$ cat src/rtl/vmem_arbiter.sv
// Video-memory arbiter: video reads get every cycle they ask for, CPU requests
// wait in a one-entry holding register and issue only in cycles video leaves free.
module vmem_arbiter #(
  parameter int ADDR_W   = 14,
  parameter int DATA_W   = 12,
  parameter int MAX_WAIT = 1023
) (
  input  logic              clk,
  input  logic              rst,
  input  logic              vid_req,
  input  logic [ADDR_W-1:0] vid_addr,
  output logic [DATA_W-1:0] vid_data,
  input  logic              cpu_valid,
  output logic              cpu_ready,
  input  logic              cpu_we,
  input  logic [ADDR_W-1:0] cpu_addr,
  input  logic [DATA_W-1:0] cpu_wdata,
  output logic              cpu_rvalid,
  output logic [DATA_W-1:0] cpu_rdata,
  output logic              cpu_starve,
  input  logic              starve_clr,
  output logic [ADDR_W-1:0] mem_addr,
  output logic              mem_we,
  output logic [DATA_W-1:0] mem_wdata,
  input  logic [DATA_W-1:0] mem_q
);

  localparam int WAIT_W = $clog2(MAX_WAIT + 1);

  logic              hold_valid_q, hold_valid_d;
  logic              hold_we_q, hold_we_d;
  logic [ADDR_W-1:0] hold_addr_q, hold_addr_d;
  logic [DATA_W-1:0] hold_wdata_q, hold_wdata_d;
  logic              rd_pend_q, rd_pend_d;
  logic [WAIT_W-1:0] wait_cnt_q, wait_cnt_d;
  logic              cpu_rvalid_q, cpu_rvalid_d;
  logic [DATA_W-1:0] cpu_rdata_q, cpu_rdata_d;
  logic              cpu_starve_q, cpu_starve_d;
  logic              issue, accept, blocked, starve_set;

  assign issue      = hold_valid_q & ~vid_req;
  assign blocked    = hold_valid_q & vid_req;
  assign cpu_ready  = ~hold_valid_q | issue;
  assign accept     = cpu_valid & cpu_ready;
  assign vid_data   = mem_q;
  assign cpu_rvalid = cpu_rvalid_q;
  assign cpu_rdata  = cpu_rdata_q;
  assign cpu_starve = cpu_starve_q;

  // Memory port mux: video owns the port whenever it asks for it.
  always_comb begin
    mem_addr  = vid_addr;
    mem_we    = 1'b0;
    mem_wdata = hold_wdata_q;
    if (!vid_req && issue) begin
      mem_addr = hold_addr_q;
      mem_we   = hold_we_q;
    end
  end

  always_comb begin
    hold_valid_d = hold_valid_q;
    hold_we_d    = hold_we_q;
    hold_addr_d  = hold_addr_q;
    hold_wdata_d = hold_wdata_q;
    if (accept) begin
      hold_valid_d = 1'b1;
      hold_we_d    = cpu_we;
      hold_addr_d  = cpu_addr;
      hold_wdata_d = cpu_wdata;
    end else if (issue) begin
      hold_valid_d = 1'b0;
    end

    // Read data returns one cycle after issue, captured at the end of that cycle.
    rd_pend_d    = issue & ~hold_we_q;
    cpu_rvalid_d = rd_pend_q;
    cpu_rdata_d  = rd_pend_q ? mem_q : cpu_rdata_q;

    wait_cnt_d = '0;
    if (blocked) begin
      wait_cnt_d = (wait_cnt_q == WAIT_W'(MAX_WAIT)) ? wait_cnt_q : wait_cnt_q + WAIT_W'(1);
    end
    starve_set   = blocked & (wait_cnt_d == WAIT_W'(MAX_WAIT));
    cpu_starve_d = starve_set | (cpu_starve_q & ~starve_clr);
  end

  always_ff @(posedge clk or posedge rst) begin
    if (rst) begin
      hold_valid_q <= 1'b0;
      rd_pend_q    <= 1'b0;
      wait_cnt_q   <= '0;
      cpu_rvalid_q <= 1'b0;
      cpu_rdata_q  <= '0;
      cpu_starve_q <= 1'b0;
    end else begin
      hold_valid_q <= hold_valid_d;
      rd_pend_q    <= rd_pend_d;
      wait_cnt_q   <= wait_cnt_d;
      cpu_rvalid_q <= cpu_rvalid_d;
      cpu_rdata_q  <= cpu_rdata_d;
      cpu_starve_q <= cpu_starve_d;
    end
  end

  // Payload of the holding register is qualified by hold_valid_q, so it needs no reset.
  always_ff @(posedge clk) begin
    hold_we_q    <= hold_we_d;
    hold_addr_q  <= hold_addr_d;
    hold_wdata_q <= hold_wdata_d;
  end

endmodule

$ cat config.mk
export PLATFORM = sky130hd
export DESIGN_NAME = vmem_arbiter
export DESIGN_NICKNAME = d
export VERILOG_FILES = /design/src/rtl/vmem_arbiter.sv
export SDC_FILE = /design/constraint.sdc
export NUM_CORES = 1
export LEC_CHECK = 0
export BUFFER_PORTS_ARGS = -buffer_cell sky130_fd_sc_hd__buf_2
export CAP_MARGIN = 40
export CORE_UTILIZATION = 45
export CTS_CLUSTER_DIAMETER = 150
export DETAILED_ROUTE_END_ITERATION = 7
export GPL_TIMING_DRIVEN = 0
export PLACE_DENSITY = 0.79
export SYNTH_ARGS = -nofsm -noshare
export SYNTH_HDL_FRONTEND = slang
export SYNTH_SLANG_ARGS = --single-unit
export TNS_END_PERCENT = 5
$ cat constraint.sdc
create_clock -name clk -period 2.63 [get_ports clk]
set_clock_uncertainty 0.15 [all_clocks]
set_input_delay 0.526 -clock clk [delete_from_list [all_inputs] [get_ports clk]]
set_output_delay 0.526 -clock clk [all_outputs]
set_load 0.05 [all_outputs]
==> key figures <==
Worst setup path
  • CP startpoint kind: register
  • Kind of critical path: reg2out
  • Worst Reg-to-Reg Cells: 3
  • CP required: a little under 2000 ps
  • Crit. End Element: output pin
  • Critical-path top delay cell: dfrtp_1
  • Reg2reg setup slack: approximately 460 ps
  • Crit-path max cell delay: 410 ps
  • CP Cell Sequence: nand2b_2 -> clkbuf_4 -> mux2_2 -> buf_2
  • Critical Path AT: between 1500 and 2000 ps
  • Critical path fanouts, max: 10
  • Reg-to-reg critical path endpoint: mem_wdata[3]
  • Reg2Reg Launch Point: hold_valid_q

Timing
  • RSZ-0062 raised after global routing: no
  • Final Hold Fails: 0
  • Total negative slack: 0 ps
  • Final Cycle Share: 0.9082
  • Slew @ Worst Pin: between 500 and 600 ps
  • Final setup vio count: 0
  • Rel. slew slack: 0.6027
  • Final worst path period need: approximately 2400 ps
  • Fmax achieved: between 0.4 and 0.5 GHz
  • Max-slew violation count: 0

Job
  • Max-cap violation count: 0

Placement
  • GP Congestion: roughly 0.8
  • IO Port Bufs: between 100 and 150
  • Post-DP HPWL: around 3500 µm

Clock tree
  • CTS Buffer Depth: 2
  • Total CTS buffers: 5
  • Clk slew on worst S/H paths: around 90 ps
  • Sink Count: 53
  • Clock Latency Late Sink: approximately 300 ps
  • Clock root cell: clkbuf_8
  • H-tree Lvls: 2
  • CTS tree: yes
  • Post-CTS Hold Fix Bufs: 0

Finish
  • Final core occ: 0.6353
  • Layout area overhead: 34.25%
  • Commonest non-fill, non-tap cell in the layout: buf_2
  • Ant. Diodes: 0
  • Fillcell total: ~360
  • Most frequent cells in the layout: 111 x buf_2, 27 x edfxtp_1, 26 x dfrtp_1, 22 x mux2_2, 12 x buf_4
  • Layout Nets: between 300 and 400
  • Ratio of cells with drive above 1 in the final layout: 0.6044

Yosys
  • Yosys reg bits: 53
  • Synthesis Warnings: 0
  • Post-synthesis mux area share: 0.1337
  • Mapped Cells: roughly 150
  • Syn Area/Cell: about 15 µm²
  • Synth Area in XOR/XNOR: 0.003867
  • Post-synth top area share: 0.3580
  • Synth top area cells: edfxtp_1 36%, dfrtp_1 29%, mux2_2 11%, buf_4 4.0%, mux2_1 2.0%
  • Combinational family with the most area after synthesis: multiplexers
  • Prevailing post-synth register cell: edfxtp_1
  • Post-synthesis adder-cell area fraction: 0.005525
  • Synth async-reset ratio: 0.4906
  • Number of synthesized flops with an enable pin: 27
  • Synth Cell Area: ~2300 µm²
  • Syn Nets: 213
  • Cell taking the most area after synthesis: edfxtp_1
  • Synth Area in Compound Gates: 0.07403
  • Sequential area share after synthesis: 0.6453
  • Synth Area in Simple Gates: 0.08564
  • Distinct cells, synth: 40

Die
  • Die ar.: between 5000 and 6000 µm²
  • Die width: around 73 µm
  • Die span in y: between 70 and 80 µm
  • Rows: 25
  • Core area: 4786 µm²
  • Initial Util: 0.4732
  • Io pins: 112

Hold path
  • HP Class: in2async

Route
  • Final antenna-violating net count: 0
  • Number of detailed-route iterations in the first pass: 4
  • Avg Vias per Cell: about 4.9
  • Detailed-route wire length: about 4400 µm
  • DRC Markers: 0
  • Routed len/inst: ~13 µm
  • DR iter-0 viols: 66
  • Vias post-DR: between 1500 and 2000

Global routing
  • Grt peak-use layer: met2
  • Pin count of the biggest net entering global routing: 28
  • Initial antenna violation count: 0
  • Grt total ovfl: 0
  • Number of global-route vias before repair: ~1600
  • Met3 Usage GRT: 0.05801
  • GRT met2 Usage: 0.3115
  • Global-route usage over all layers: 0.1801
  • First-pass GRT wire length: a little over 7000 µm
  • Met1 usage: 0.2088

Power
  • Lkg Pwr: between 1 and 1.5 nW
  • PD cells: about 660 nW/µm²
  • Pwr Total: between 2 and 2.5 mW
  • Maximum vdd drop: about 0.00042 V

Status
  • Outcome: complete, no violations
[state kept, by name, indices dropped and copies added (netlist names)]
signal and count:
cpu_rdata 12, cpu_rvalid 1, cpu_rvalid_d 1, cpu_starve 1, hold_addr_q 14, hold_valid_q 1, hold_we_q 1, mem_wdata 12
wait_cnt_q 10
[worst max-delay path by stage]
stage / slack (ps) / cells past startpoint / from / endpoint
finish: 240 / 4 / hold_valid_q / mem_addr[6]
global route: 140 / 4 / hold_valid_q / mem_addr[9]
CTS: 50 / 4 / hold_valid_q / mem_addr[6]
detailed placement: -6 / 6 / vid_req / mem_addr[6]
global placement: 10 / 6 / vid_req / mem_addr[9]
floorplan: 190 / 3 / vid_req / hold_addr_q[0]
[metrics by stage]
step / setup WS, ps / instance area [µm²] / hold WS (ps) / cells
after CTS: 48.82 / 3035 / 11.12 / 340
after detailed placement: -5.690 / 2933 / 298.5 / 333
final: 241.3 / 3040 / 11.62 / 340
after global routing: 140.2 / 3040 / 12.36 / 340
after floorplan: 191.5 / 2266 / 255.4 / 154
after global placement: 14.67 / 2905 / 272.6 / 332
[synthesized netlist by cell type, types with 2 or more instances]
library cell and n:
o211ai_1 2, and3_1 2, mux2_1 4, nand2_1 4, nor2_1 7, edfxtp_1 27
nand2b_1 3, buf_1 2, and4_1 2, nand3_1 3, buf_4 12, a211oi_2 3
inv_1 3, dfrtp_1 26, nand4_1 2, mux2_2 22, a21oi_1 4, o21ai_0 2
a31oi_1 3
[what timing repair did]
action | 4_1_cts | 5_1_grt
setup buffers | 0 | 0
endpoints found under the hold margin | 0 | 0
endpoints found under the setup margin | 8 | 8
pin swaps | 0 | 0
gates resized for setup | 0 | 2
[power breakdown]
part	internal (mW)	switching (mW)
clock network	0.281	0.248
logic	0.149	0.369
registers	0.942	0.0272
total	1.37	0.645
[cell type report]
type / instances / area, µm² / share of cell area
sequential: 53 / 1461 / 0.4807
buffer: 15 / 105.1 / 0.03457
multi-input combinational: 82 / 689.4 / 0.2267
clock buffer: 6 / 72.57 / 0.02387
clock inverter: 2 / 33.78 / 0.01111
tap: 67 / 83.83 / 0.02757
inverter: 3 / 11.26 / 0.003704
timing repair buffer: 112 / 583.1 / 0.1918
[kinds of logic (layout without fill, tap and decap cells)]
| kind of cell | after synthesis | in the layout |
|---|---|---|
| flip-flops | 53 | 53 |
| AND/OR/NAND/NOR | 33 | 33 |
| multiplexers | 27 | 27 |
| AO/OA/AOI/OAI | 20 | 20 |
| buffers and inverters | 19 | 138 |
| adder cells (fa/ha/maj) | 1 | 1 |
| XOR/XNOR | 1 | 1 |
[worst max-delay path, delay by kind of cell, from the launching register on]
family / cells / cell delay, ps
buffers and inverters: 2 / 460
flip-flops: 1 / 410
multiplexers: 1 / 350
AND/OR/NAND/NOR: 1 / 180
[per-layer routing]
| metal | share of wire | up-vias |
|---|---|---|
| met5 | 0 | - |
| met1 | 0.42 | 751 |
| met2 | 0.48 | 95 |
| li1 | - | 804 |
| met4 | 0.019 | 0 |
| met3 | 0.087 | 8 |
(Power assumes the default switching activity.)
